==> config.mk <==
export PLATFORM = sky130hd
export DESIGN_NAME = load_store_unit
export DESIGN_NICKNAME = d
export VERILOG_FILES = /design/src/rtl/load_store_unit.sv
export SDC_FILE = /design/constraint.sdc
export NUM_CORES = 1
export LEC_CHECK = 0
export BUFFER_PORTS_ARGS = -buffer_cell sky130_fd_sc_hd__buf_2
export CAP_MARGIN = 20
export CORE_MARGIN = 1
export CORE_UTILIZATION = 35
export DETAILED_ROUTE_END_ITERATION = 16
export PLACE_DENSITY_LB_ADDON = 0.3
export SLEW_MARGIN = 20
export SYNTH_ARGS = -nofsm -noshare
export SYNTH_HDL_FRONTEND = slang
export SYNTH_SLANG_ARGS = --single-unit
==> constraint.sdc <==
create_clock -name clk -period 2.8 [get_ports clk]
set_input_delay 0.42 -clock clk [delete_from_list [all_inputs] [get_ports clk]]
set_output_delay 0.42 -clock clk [all_outputs]
set_load 0.1 [all_outputs]
==> src/rtl/load_store_unit.sv <==
// Load/store unit: turns one CPU byte/half/word access into a sequence of
// single-byte beats on an 8-bit data memory port, little-endian, with
// sign/zero extension of load results.
//
// Optional build macro LSU_MISALIGN_CHECK_EN: when defined, misaligned half
// and word accesses are rejected with an error response instead of being
// split into wrapping byte beats.
//
// Timing: handshake cycle -> `beats` XFER cycles -> one RESP cycle -> IDLE.
// Rejected requests skip XFER, so resp_valid follows the handshake by one
// cycle and no memory beat is issued.

module load_store_unit #(
  parameter int unsigned ADDRESS_WIDTH = 8,
  parameter int unsigned DATA_WIDTH    = 8
) (
  input  logic                     clk,
  input  logic                     rst,

  // CPU request side
  input  logic                     req_valid,
  output logic                     req_ready,
  input  logic                     req_we,
  input  logic [1:0]               req_size,
  input  logic                     req_unsigned,
  input  logic [ADDRESS_WIDTH-1:0] req_addr,
  input  logic [31:0]              req_wdata,

  // CPU response side
  output logic                     resp_valid,
  output logic                     resp_err,
  output logic [31:0]              resp_rdata,

  // Data memory side (combinational read)
  output logic                     mem_we,
  output logic [ADDRESS_WIDTH-1:0] mem_a,
  output logic [DATA_WIDTH-1:0]    mem_wd,
  input  logic [DATA_WIDTH-1:0]    mem_rd
);

  typedef enum logic [1:0] {
    StIdle,
    StXfer,
    StResp
  } state_e;

  localparam logic [1:0] SizeByte = 2'b00;
  localparam logic [1:0] SizeHalf = 2'b01;
  localparam logic [1:0] SizeWord = 2'b10;

  // Architectural state
  state_e                   state_q, state_d;
  logic                     we_q, we_d;
  logic [1:0]               size_q, size_d;
  logic                     uns_q, uns_d;
  logic [ADDRESS_WIDTH-1:0] base_q, base_d;
  logic [31:0]              wdata_q, wdata_d;
  logic [2:0]               beats_q, beats_d;
  logic [1:0]               cnt_q, cnt_d;
  logic [31:0]              buf_q, buf_d;
  logic                     err_q, err_d;

  // Decoded helpers
  logic       handshake;
  logic       req_reject;
  logic       req_misalign;
  logic [2:0] req_beats;
  logic       last_beat;
  logic       in_xfer;
  logic [31:0] load_ext;

  // Alignment check applied at handshake time (build-time option).
  always_comb begin
`ifdef LSU_MISALIGN_CHECK_EN
    req_misalign = ((req_size == SizeHalf) && req_addr[0]) ||
                   ((req_size == SizeWord) && (req_addr[1:0] != 2'b00));
`else
    req_misalign = 1'b0;
`endif
  end

  // Request decode: beat count per size and the reject condition.
  always_comb begin
    unique case (req_size)
      SizeByte: req_beats = 3'd1;
      SizeHalf: req_beats = 3'd2;
      SizeWord: req_beats = 3'd4;
      default:  req_beats = 3'd0;
    endcase
    req_reject = (req_size == 2'b11) || req_misalign;
  end

  assign req_ready = !rst && (state_q == StIdle);
  assign handshake = req_valid && req_ready;
  assign in_xfer   = !rst && (state_q == StXfer);
  assign last_beat = ((3'(cnt_q) + 3'd1) == beats_q);

  // Next-state logic: latch request, step beats, capture load bytes.
  always_comb begin
    state_d = state_q;
    we_d    = we_q;
    size_d  = size_q;
    uns_d   = uns_q;
    base_d  = base_q;
    wdata_d = wdata_q;
    beats_d = beats_q;
    cnt_d   = cnt_q;
    buf_d   = buf_q;
    err_d   = err_q;

    unique case (state_q)
      StIdle: begin
        if (handshake) begin
          we_d    = req_we;
          size_d  = req_size;
          uns_d   = req_unsigned;
          base_d  = req_addr;
          wdata_d = req_wdata;
          beats_d = req_beats;
          cnt_d   = 2'd0;
          buf_d   = 32'h0;
          err_d   = req_reject;
          // A rejected request never touches memory.
          state_d = req_reject ? StResp : StXfer;
        end
      end

      StXfer: begin
        // Loads capture the byte returned for this beat at the edge that ends it.
        if (!we_q) begin
          buf_d[{cnt_q, 3'b000} +: DATA_WIDTH] = mem_rd;
        end
        if (last_beat) begin
          state_d = StResp;
        end else begin
          cnt_d = cnt_q + 2'd1;
        end
      end

      StResp: begin
        state_d = StIdle;
      end

      default: begin
        state_d = StIdle;
      end
    endcase
  end

  // State registers with synchronous active-high reset.
  always_ff @(posedge clk) begin
    if (rst) begin
      state_q <= StIdle;
      we_q    <= 1'b0;
      size_q  <= 2'b00;
      uns_q   <= 1'b0;
      base_q  <= '0;
      wdata_q <= 32'h0;
      beats_q <= 3'd0;
      cnt_q   <= 2'd0;
      buf_q   <= 32'h0;
      err_q   <= 1'b0;
    end else begin
      state_q <= state_d;
      we_q    <= we_d;
      size_q  <= size_d;
      uns_q   <= uns_d;
      base_q  <= base_d;
      wdata_q <= wdata_d;
      beats_q <= beats_d;
      cnt_q   <= cnt_d;
      buf_q   <= buf_d;
      err_q   <= err_d;
    end
  end

  // Extend the assembled load buffer to 32 bits by access size.
  always_comb begin
    unique case (size_q)
      SizeByte: load_ext = uns_q ? {24'h0, buf_q[7:0]}
                                 : {{24{buf_q[7]}}, buf_q[7:0]};
      SizeHalf: load_ext = uns_q ? {16'h0, buf_q[15:0]}
                                 : {{16{buf_q[15]}}, buf_q[15:0]};
      default:  load_ext = buf_q;
    endcase
  end

  // Memory port: active only during XFER, forced quiet by reset.
  always_comb begin
    mem_we = in_xfer && we_q;
    mem_a  = in_xfer ? (base_q + ADDRESS_WIDTH'(cnt_q)) : '0;
    mem_wd = (in_xfer && we_q) ? wdata_q[{cnt_q, 3'b000} +: DATA_WIDTH] : '0;
  end

  // Response port: a single RESP cycle; data only for successful loads.
  always_comb begin
    resp_valid = !rst && (state_q == StResp);
    resp_err   = resp_valid && err_q;
    resp_rdata = (resp_valid && !err_q && !we_q) ? load_ext : 32'h0;
  end

endmodule
* After elaboration in Yosys (flattened, before gate mapping) *
Index checks and enable logic that the tools add are counted.

storage, ports and cells
  output and inout bits = 52
  register bits after elaboration = 84

operators by class
  eq/ne operators = 11
  multiplexer cells = 18
  shift-type cells = 3
  add/subtract/negate cells = 4
  reduce and logical (&&, ||, !) cells = 19

operators with widths
  kind                      number
  $mux W32                  5
  $pmux W32 S2              2
  $bwmux W32                1
  $shift A8 B7 Y32 const A  1
  $shiftx A32 B6 Y8         1
  $shiftx A8 B7 Y32         1
  $mux W8                   2
  $mux W2                   5
  $pmux W3 S3               1
  $add A8 B2 Y8             1
  $logic_and A1 B1 Y1       8
  $ne A2 B2 Y1 const B      4
  $pmux W2 S2               2
  $neg A5 Y7                1
  $eq A2 B1 Y1 const B      3
  $eq A2 B2 Y1 const B      3
  $logic_not A2 Y1          3
  $reduce_and A3 Y1         2
  $reduce_and A2 Y1         2
  $add A2 B1 Y3 const B     1
  $eq A3 B3 Y1              1
  $logic_not A1 Y1          3
  $add A2 B1 Y2 const B     1
  $reduce_bool A2 Y1        1

* Logic depth before layout (Yosys ltp) *
  depth in word-level cells = 5
  depth in mapped cells = 8
  gate-level depth less buffers = 6

* Worst setup path after synthesis *
OpenSTA, ideal clock, no wires.

  path type = in2out
  start = input rst
  end = output resp_rdata[21]
  slack = -0.506 ns
  required time = 2.380 ns
  data arrival time = 2.886 ns
  stages = 6
  path buffers = 2
  cell sequence = buf_6 > or3b_4 > nor3_4 > o21ai_2 > buf_6 > a21oi_1

on the way
  cells in the longest elaborated chain, start to end = 5

RTL lines
  item                              RTL line  text
  start, declared                   18        input logic rst,
  $logic_not A1 Y1                  197       resp_valid = !rst && (state_q == StResp);
  $logic_and A1 B1 Y1               197
  $logic_and A1 B1 Y1 (2 in a row)  199       resp_rdata = (resp_valid && !err_q && !we_q) ? load_ext : 32'h0;
  $mux W32                          199
  end, declared                     32        output logic [31:0] resp_rdata,

Every way passes these cells.

* Final worst setup path *
  start = register state_q[0]
  end = output resp_rdata[9]

on the way
  cells in the longest elaborated chain, start to end = 5

RTL lines
  item                              RTL line  text
  start, declared                   52        state_e state_q, state_d;
  start signal, assigned            153       state_q <= StIdle;
  start signal, assigned            164       state_q <= state_d;
  $eq A2 B2 Y1                      197
  $logic_and A1 B1 Y1               197
  $logic_and A1 B1 Y1 (2 in a row)  199
  $mux W32                          199

Every way passes these cells.

==> metrics.csv <==
metric,value,unit
share of layout cells above drive strength 1,0.254,
Slew @ Worst Pin,684,ps
compound-gate portion of the synthesized area,0.158,
failing checks,design-rule violations,
fin. max-slew vios,0,
final setup vio count,0,
final hold vios,0,
DR WL/cell,13.8,um
Cells after Synth,520,
H-tree depth,3,
first-pass GRT wire length,17.4,mm
DIE WIDTH,112,um
pre-CTS setup slack,415,ps
cts hold-fix bufs,0,
Clock Sinks,84,
Max stage delay on crit path,490,ps
Hold Crit Class,in2reg,
RSZ-0062 raised after global routing,no,
final cycle utilization of the critical path,0.957,
post-synth cell types,42,
Max-slew headroom,0.543,
max-cap check violation count,0,
CORE AREA,11600,um^2
die area,12500,um^2
post-DR vias/cell,5.01,
DRT iter0 DRCs,218,
hpwl dp,7.53,mm
TritonCTS clock tree,yes,
IO Count,107,
die height,112,um
"Seq/Total Area, Yosys",0.398,
Worst VDD drop,0.402,mV
Worst Setup End Kind,primary output,
Post-Synth XOR/XNOR Area,0.0187,
Area Overhead vs Synth,38.6,%
Starting Density,0.365,
Setup TNS,0,ps
ys async rst share,0,
dominant synthesized flop cell,dfxtp_1,
synth warn,0,
FF+latch area,1680,um^2
outcome,finished with violations,
pwr dens,495,nW/um^2
filler instances,1099,
ant diodes,0,
CTS Root Cell,clkbuf_16,
final core occ,0.506,
global route overflow,0,
fin nets,672,
Synth Cell Area,4220,um^2
synth top area cells,"dfxtp_1 40%, nand2b_1 8.7%, a21oi_1 7.5%",
insertion delay to the later sink of the worst-skew pair,330,ps
Post-CTS Setup Bufs,0,
Post-synth EDFFs,0,
Synth area leader,dfxtp_1,
PnR worst setup slack,120,ps
Yosys reg bits,84,
post-synthesis mux area share,0.0474,
Post-CTS Resized,0,
CTS buffer count,9,
Worst Path Max Fanout,13,
Reg2Reg Depth,5,
fin area,5850,um^2
Via Count,3785,
Total Wirelength,10.4,mm
largest family of logic cells by synthesized area,simple AND/OR/NAND/NOR gates,
"critical path, cell by cell",or3b_4 > or3_1 > a21oi_1 > buf_12,
largest net degree at the start of global routing,87,
antenna-violating nets left,0,
Required @ worst endpoint,2380,ps
PortBufs,106,
Hold Path Stages,3,
Crit Path Class,reg2out,
first-pass detailed-route iteration total,11,
gp weighted congestion,0.789,
number of global-route vias before repair,3622,
number of remaining DRC errors,8,
"Reg clk slew, reported paths",70,ps
Post-Synth Adder-Cell Area,0.0284,
share of the synthesized area in the top cell type,0.398,
Post-Synth Simple-Gate Area,0.290,
Avg Inst Size Synth,8.12,um^2
footprint of the multi-input gates,2310,um^2
"slowest stage cell, crit path",or3b_4,
crit start category,flip-flop,
static leakage,0.00213,uW
CP Data Arrival Time,2260,ps
Max clock buf depth,2,
Total GRT Usage,0.175,
syn nets,584,
f_max,373,MHz
initial antenna violation count,0,
minimum clock period,2680,ps
Final Skew,13.3,ps
row cnt,39,
Area after DPL,5550,um^2
==> critical path, delay by kind of cell, from the launching register on <==
kind	cells	cell delay (ps)
AND/OR/NAND/NOR	2	960
flip-flops	1	460
buffers and inverters	1	210
AO/OA/AOI/OAI	1	290
==> layout make-up <==
cell class,instances,area share
tap,143,0.0306
multi-input combinational,377,0.395
clock inverter,6,0.0120
sequential,84,0.287
inverter,21,0.0135
timing repair buffer,115,0.222
clock buffer,10,0.0391
==> where the power goes <==
group          switching (uW)  total, uW  leakage [uW]  internal (uW)
registers                52.9       1310      0.000685           1260
logic                     234        392       0.00131            159
clock network             493       1190      0.000136            698
==> Yosys cell counts (2+ instances only) <==
| master | instances |
|---|---|
| inv_1 | 21 |
| nand3_1 | 20 |
| ha_1 | 8 |
| nand3b_1 | 6 |
| a21oi_1 | 63 |
| xor2_1 | 6 |
| clkbuf_1 | 27 |
| buf_2 | 7 |
| o21ai_0 | 48 |
| or3_1 | 4 |
| nor2b_1 | 10 |
| nor4b_2 | 2 |
| a21oi_2 | 3 |
| and2_1 | 12 |
| xnor2_1 | 3 |
| nand2_1 | 72 |
| nor2_1 | 11 |
| nor3_1 | 3 |
| dfxtp_1 | 84 |
| nand2b_1 | 59 |
| a21o_1 | 3 |
| mux4_2 | 8 |
| mux2i_1 | 2 |
| buf_6 | 2 |
| nand4_1 | 17 |
| o21ai_1 | 3 |
==> sequential cells by signal, indices dropped and copies added, names as in the netlist <==
name,flops
buf_q,32
wdata_q,32
uns_q,1
we_q,1
size_q,2
cnt_q,2
state_q,2
beats_q,3
base_q,8
err_q,1
==> cells in the final DEF, fill, tap and decap left out, types with 6 or more instances in the layout <==
cell type	instances
a21oi_1	62
and2_1	11
buf_12	47
buf_2	60
buf_4	8
clkbuf_16	9
dfxtp_1	84
ha_1	8
inv_1	21
mux4_2	8
nand2_1	72
nand2b_1	59
nand3_1	20
nand3b_1	6
nand4_1	17
nor2_1	8
nor2b_1	10
o21ai_0	48
xor2_1	6
==> final timing paths <==
kind | from | end | slack, ps
setup / recovery | state_q[0] | resp_rdata[9] | 120
hold / removal | req_wdata[22] | wdata_q[22] | 280
setup reg to reg | cnt_q[0] | buf_q[28] | 520
hold reg to reg | buf_q[25] | buf_q[25] | 450
==> per-stage QoR <==
step	hold WS [ps]	std cells	power, uW
after global placement	446	740	1720
after floorplan	427	520	1600
after detailed placement	446	740	1730
after global routing	283	756	3020
after CTS	278	756	2920
final	282	756	2890
==> logic make-up (layout without fill, tap and decap cells) <==
family | count (synthesis) | after routing
buffers and inverters | 59 | 152
flip-flops | 84 | 84
XOR/XNOR | 9 | 9
AND/OR/NAND/NOR | 224 | 224
multiplexers | 10 | 10
AO/OA/AOI/OAI | 125 | 125
adder cells (fa/ha/maj) | 9 | 9
==> per-layer routing <==
metal / GRT usage / part of all wire / vias to the layer above
li1: - / - / 1933
met1: 0.223 / 0.45 / 1716
met2: 0.289 / 0.47 / 122
met3: 0.0332 / 0.062 / 14
met4: 0.0712 / 0.018 / 0
met5: 0 / 0 / -
No activity file was read; power rests on OpenSTA's default activity.
